===== config.mk =====
export PLATFORM = sky130hd
export DESIGN_NAME = inst_buffer
export DESIGN_NICKNAME = d
export VERILOG_FILES = /design/src/rtl/inst_buffer_pkg.sv /design/src/rtl/inst_buffer_ram.sv /design/src/rtl/inst_buffer.sv
export SDC_FILE = /design/constraint.sdc
export NUM_CORES = 2
export LEC_CHECK = 0
export ABC_CLOCK_PERIOD_IN_PS = 24300
export CORE_MARGIN = 2
export CORE_UTILIZATION = 65
export CTS_BUF_LIST = sky130_fd_sc_hd__clkbuf_4 sky130_fd_sc_hd__clkbuf_8
export DETAILED_ROUTE_END_ITERATION = 10
export HOLD_SLACK_MARGIN = 0.15
export PLACE_DENSITY = 0.86
export REMOVE_ABC_BUFFERS = 1
export SLEW_MARGIN = 20
export SYNTH_ARGS = -nofsm -noshare
export SYNTH_HDL_FRONTEND = slang
export SYNTH_SLANG_ARGS = --single-unit

===== constraint.sdc =====
create_clock -name clock -period 24.3 [get_ports clock]
set_input_delay 4.86 -clock clock [delete_from_list [all_inputs] [get_ports clock]]
set_output_delay 4.86 -clock clock [all_outputs]
set_load 0.01 [all_outputs]

===== src/rtl/inst_buffer_pkg.sv =====
// Shared widths, storage entry type and helpers for the instruction buffer.
// Latency: n/a (types and functions only).
// Backpressure: n/a.
package inst_buffer_pkg;

    localparam int INST_W = 32;
    localparam int PC_W   = 64;

    // Word driven to decode on an unoccupied output slot.
    localparam logic [INST_W-1:0] NOOP = '0;

    // One stored instruction together with its fetch PC.
    typedef struct packed {
        logic [INST_W-1:0] inst;
        logic [PC_W-1:0]   pc;
    } ib_entry_t;

    // Decode can consume at most two per cycle; code 3 means "as many as possible".
    function automatic logic [1:0] sat_take(input logic [1:0] take);
        return (take == 2'd3) ? 2'd2 : take;
    endfunction

endpackage


===== src/rtl/inst_buffer_ram.sv =====
// Entry storage: DEPTH entries, two write ports, two asynchronous read ports.
// Latency: write visible on reads after the write edge; reads are combinational.
// Backpressure: none; the controller only writes slots it knows are free.
module ib_ram
    import inst_buffer_pkg::*;
#(
    parameter int DEPTH = 8,
    parameter int PTR_W = 3
) (
    input  logic             clock,
    input  logic             wr0_en_i,
    input  logic [PTR_W-1:0] wr0_addr_i,
    input  ib_entry_t        wr0_dat_i,
    input  logic             wr1_en_i,
    input  logic [PTR_W-1:0] wr1_addr_i,
    input  ib_entry_t        wr1_dat_i,
    input  logic [PTR_W-1:0] rd0_addr_i,
    output ib_entry_t        rd0_dat_o,
    input  logic [PTR_W-1:0] rd1_addr_i,
    output ib_entry_t        rd1_dat_o
);

    ib_entry_t mem_q [DEPTH];

    // Both ports target consecutive slots, so they never collide in normal use.
    always_ff @(posedge clock) begin
        if (wr0_en_i) mem_q[wr0_addr_i] <= wr0_dat_i;
        if (wr1_en_i) mem_q[wr1_addr_i] <= wr1_dat_i;
    end

    assign rd0_dat_o = mem_q[rd0_addr_i];
    assign rd1_dat_o = mem_q[rd1_addr_i];

endmodule


===== src/rtl/inst_buffer.sv =====
// 2-wide in-order instruction queue between fetch and decode, with fetch throttles.
// Latency: 1 cycle from enqueue edge to output; no same-cycle bypass.
// Backpressure: non_ins_en/one_ins_en throttle fetch; excess enqueue dropped and flagged.
module inst_buffer
    import inst_buffer_pkg::*;
#(
    parameter int DEPTH = 8,
    parameter int PTR_W = 3
) (
    input  logic              clock,
    input  logic              reset,
    input  logic [INST_W-1:0] if_IRA_in,
    input  logic [INST_W-1:0] if_IRB_in,
    input  logic [PC_W-1:0]   if_PCA_in,
    input  logic [PC_W-1:0]   if_PCB_in,
    input  logic              if_valid_instA_in,
    input  logic              if_valid_instB_in,
    input  logic [1:0]        id_take_cnt_in,
    input  logic              flush_in,
    output logic [INST_W-1:0] ib_IRA_out,
    output logic [INST_W-1:0] ib_IRB_out,
    output logic [PC_W-1:0]   ib_PCA_out,
    output logic [PC_W-1:0]   ib_PCB_out,
    output logic              ib_valid_instA_out,
    output logic              ib_valid_instB_out,
    output logic              non_ins_en_out,
    output logic              one_ins_en_out,
    output logic              overflow_err_out
);

    localparam logic [PTR_W:0] DEPTH_CNT = (PTR_W+1)'(DEPTH);

    logic [PTR_W-1:0] head_q, head_d, tail_q, tail_d;
    logic [PTR_W:0]   count_q, count_d;
    logic             ovf_q, ovf_d;

    logic [PTR_W:0]   free;
    logic [1:0]       n_req, n_enq, take, n_deq;
    logic             we0, we1;
    logic [PTR_W-1:0] head_p1, tail_p1;
    ib_entry_t        wdat0, wdat1, rdat0, rdat1;

    // Free space is judged on the pre-edge count; slots freed this cycle are not reused.
    assign free    = DEPTH_CNT - count_q;
    assign n_req   = {1'b0, if_valid_instA_in} + {1'b0, if_valid_instB_in};
    assign take    = sat_take(id_take_cnt_in);
    assign head_p1 = head_q + PTR_W'(1);
    assign tail_p1 = tail_q + PTR_W'(1);

    // Valid instructions are packed at the tail in program order; a lone B lands at the tail.
    assign wdat0 = if_valid_instA_in ? ib_entry_t'{inst: if_IRA_in, pc: if_PCA_in}
                                     : ib_entry_t'{inst: if_IRB_in, pc: if_PCB_in};
    assign wdat1 = ib_entry_t'{inst: if_IRB_in, pc: if_PCB_in};

    // Size the enqueue/dequeue for this cycle and derive next pointers, count and error flag.
    always_comb begin
        n_enq   = n_req;
        n_deq   = take;
        head_d  = head_q;
        tail_d  = tail_q;
        count_d = count_q;
        ovf_d   = ovf_q;
        we0     = 1'b0;
        we1     = 1'b0;
        if ((PTR_W+1)'(n_req) > free) n_enq = free[1:0];
        if ((PTR_W+1)'(take) > count_q) n_deq = count_q[1:0];
        if (flush_in) begin
            head_d  = '0;
            tail_d  = '0;
            count_d = '0;
        end else begin
            we0     = (n_enq != 2'd0);
            we1     = (n_enq == 2'd2);
            head_d  = head_q + PTR_W'(n_deq);
            tail_d  = tail_q + PTR_W'(n_enq);
            count_d = count_q + (PTR_W+1)'(n_enq) - (PTR_W+1)'(n_deq);
            if (n_req > n_enq) ovf_d = 1'b1;
        end
    end

    // Control state register with asynchronous clear.
    always_ff @(posedge clock or posedge reset) begin
        if (reset) begin
            head_q  <= '0;
            tail_q  <= '0;
            count_q <= '0;
            ovf_q   <= 1'b0;
        end else begin
            head_q  <= head_d;
            tail_q  <= tail_d;
            count_q <= count_d;
            ovf_q   <= ovf_d;
        end
    end

    ib_ram #(.DEPTH(DEPTH), .PTR_W(PTR_W)) u_ram (
        .clock      (clock),
        .wr0_en_i   (we0),
        .wr0_addr_i (tail_q),
        .wr0_dat_i  (wdat0),
        .wr1_en_i   (we1),
        .wr1_addr_i (tail_p1),
        .wr1_dat_i  (wdat1),
        .rd0_addr_i (head_q),
        .rd0_dat_o  (rdat0),
        .rd1_addr_i (head_p1),
        .rd1_dat_o  (rdat1)
    );

    // Outputs depend on registered state only; empty slots present zeros.
    assign ib_valid_instA_out = (count_q != '0);
    assign ib_valid_instB_out = (count_q >= (PTR_W+1)'(2));
    assign ib_IRA_out         = ib_valid_instA_out ? rdat0.inst : NOOP;
    assign ib_IRB_out         = ib_valid_instB_out ? rdat1.inst : NOOP;
    assign ib_PCA_out         = ib_valid_instA_out ? rdat0.pc : '0;
    assign ib_PCB_out         = ib_valid_instB_out ? rdat1.pc : '0;
    assign non_ins_en_out     = (free == '0);
    assign one_ins_en_out     = (free == (PTR_W+1)'(1));
    assign overflow_err_out   = ovf_q;

endmodule


==> impl_metrics.tcl <==
set metrics [dict create \
    drive_gt1_share_pct 45.8 \
    fin_skew_ps 44.7 \
    place.detailed.hpwl_mm 74.4 \
    synth_compound_area_share_pct 1.56 \
    wl_per_cell_um 31.0 \
    synthToLayoutAreaGrowth_pct 15.3 \
    viasPerCell 7.14 \
    synth_mux_area_share_pct 42.3 \
    ys.flop_type "edfxtp_1" \
    firstDrtPassIters 7 \
    grt_pass1_vias 32000 \
    met1_usage_pct 46.3 \
    cts_sinks 779 \
    num_rows 98 \
    vdd_drop_max_v 0.000248 \
    use_met3_pct 8.77 \
    cts_made_buffers 133 \
    finalPower_w 0.00624 \
    syn-cell-area_um2 46800 \
    hold_viol 0 \
    drt_iter0_drc 3964 \
    path_max_fanout 62 \
    pre_cts_ws_ps 14210 \
    die_w_um 272 \
    relSlewSlack_pct 20.6 \
    fp.dieH_um 272 \
    grt_util_met2_pct 57.8 \
    worstPathCellList "buf_4 > buf_4 > mux4_2 > mux2i_1 > nor2_1 > clkdlybuf4s50_1" \
    syn_area_per_cell_um2 16.3 \
    vias 30500 \
    drv_cap 0 \
    postRouteAntennaNets 0 \
    synthTopCellsByArea "edfxtp_1 49%, mux4_2 18%, mux2_2 18%" \
    die_area_um2 74200 \
    max_stage_delay_ps 1040 \
    drt-total-wl_mm 132 \
    gp_congestion 0.812 \
    syn-instance-count 2872 \
    fmax_mhz 99.9 \
    path_common_cell "buf_4" \
    ios 396 \
    fin_crit_sh_pct 41.2 \
    yosysSeqAreaShare_pct 49.9 \
    fin_setup_tns_ps 0 \
    crit_path_start_kind "flop" \
    finalMaxSlewViolations 0 \
    synth_area_leader_cell "edfxtp_1" \
    cts_setup_buffers 0 \
    rsz0062_at_grt "no" \
    worst_pin_slew_ps 1190 \
    grt.busiest_layer "met2" \
    core_area_um2 71400 \
    multi_input_area_um2 22500 \
    synth-edff-count 768 \
    drc 0 \
    synth-xor-area-share_pct 0.150 \
    endpoint_kind "output pin" \
    setup_violations 0 \
    final_cell_mix "768 x edfxtp_1, 736 x mux2_2, 394 x clkdlybuf4s50_1, 384 x mux4_2, 200 x nand2_1" \
    nets 3438 \
    fin_crit_ps 10010 \
    tritoncts "built" \
    critical_path_class "flop to output pin" \
    p_leak_nw 17.8 \
    min_path_type "flop to flop" \
    fill_cells 4208 \
    start_util_pct 65.6 \
    yosys.area_share.simple_pct 2.81 \
    grt_usage_pct 35.7 \
    yosys_warnings 0 \
    gr-total-overflow 0 \
    clk_pin_slew_ps 60 \
    ys_ff_latch 779 \
    setup_ws_ps 14290 \
    grt_pass1_wl_mm 196 \
    async_reset_ff_share_pct 1.41 \
    io_buffers 395 \
    synth_top_area_share_pct 49.3 \
    yosys.area_share.adder_pct 0.732 \
    clockBufferDepth 3 \
    final_common_cell "edfxtp_1" \
    slowest_stage "dfrtp_4" \
    root_buffer "clkbuf_8" \
    clock_latency_ps 800 \
    ys_types 39 \
    cts-resized-gates 0 \
    cts_max_level 4 \
    crit_required_ps 19440 \
    antenna_found_initial 12 \
    synth_top_family_by_area "multiplexers" \
    arrival_ps 5150 \
    seq_area_um2 23300 \
    powerDensity_nw_per_um2 116 \
    outcome "complete, no violations" \
    grt_max_degree 149 \
    cts_hold_buf 0 \
]
[registers in the layout, summed over array words and instances (netlist names)]
| register | cells |
|---|---|
| tail_q | 3 |
| u_ram.mem_q | 768 |
| overflow_err_out | 1 |
| count_q | 4 |
| head_q | 3 |
[per-layer routing]
metal / wire length (um) / up-vias
li1: - / 12300
met2: 65100 / 2190
met1: 46700 / 15600
met5: 46 / -
met4: 5240 / 8
met3: 15400 / 342
[cell type report]
class,instances,share of cell area [%]
Tap cell,950,2.20
Antenna cell,7,0.0325
Clock inverter,54,0.522
Sequential cell,779,43.3
Multi-Input combinational cell,1839,41.6
Timing Repair Buffer,445,8.13
Clock buffer,178,4.10
Inverter,16,0.111
[Yosys cell counts (all sizes together), types with 2 or more instances]
cell type / number
a21boi: 4
a21o: 5
a21oi: 98
and2: 2
buf: 142
clkbuf: 96
dfrtp: 11
edfxtp: 768
fa: 4
ha: 21
inv: 16
mux2: 865
mux2i: 98
mux4: 384
nand2: 200
nand2b: 3
nand3: 5
nor2: 106
nor2b: 11
o2111ai: 2
o21ai: 8
o21bai: 4
o31ai: 2
or3: 3
xnor2: 5
xor2: 3
[cell families after synthesis]
| kind of cell | Yosys count |
|---|---|
| xor+xnor | 8 |
| simple gates | 333 |
| mux | 1347 |
| compound gates | 126 |
| flops | 779 |
| buf+inv | 254 |
| fa+ha+maj | 25 |
[report_power, final]
part | total [W] | switching [W] | internal [W]
logic | 0.00328 | 0.00167 | 0.00161
registers | 0.00182 | 0.000120 | 0.00170
clock network | 0.00114 | 0.000541 | 0.000601
total | 0.00624 | 0.00233 | 0.00391
[worst paths after layout]
kind,start,to,slack (ps),cells after the start
setup / recovery,head_q[0]$_DFF_PP0_,ib_IRA_out[17],14290,6
hold / removal,overflow_err_out$_DFFE_PP0P_,overflow_err_out$_DFFE_PP0P_,490,1
setup reg to reg,count_q[0]$_DFF_PP0_,u_ram.mem_q[1][59]$_DFFE_PP_,18390,12
hold reg to reg,overflow_err_out$_DFFE_PP0P_,overflow_err_out$_DFFE_PP0P_,490,1
max in group asynchronous,reset,head_q[1]$_DFF_PP0_,19620,2
min in group asynchronous,reset,count_q[2]$_DFF_PP0_,4350,2
[through the flow]
| step | area [um^2] | std cells | hold WS, ps | utilization (%) |
|---|---|---|---|---|
| finish | 54000 | 4268 | 488 | 75.6 |
| detailed placement | 51500 | 4029 | 468 | 72.1 |
| CTS | 53900 | 4261 | 495 | 75.6 |
| floorplan | 45700 | 2634 | 504 | - |
| global route | 54000 | 4268 | 531 | 75.6 |
| global placement | 51400 | 4028 | 470 | 72.1 |
[critical path, delay by kind of cell, from the launching register on]
family | cells | cell delay, ps
multiplexers | 2 | 730
AND/OR/NAND/NOR | 1 | 130
buffers and inverters | 3 | 2250
flip-flops | 1 | 1040
(Power assumes the default switching activity.)
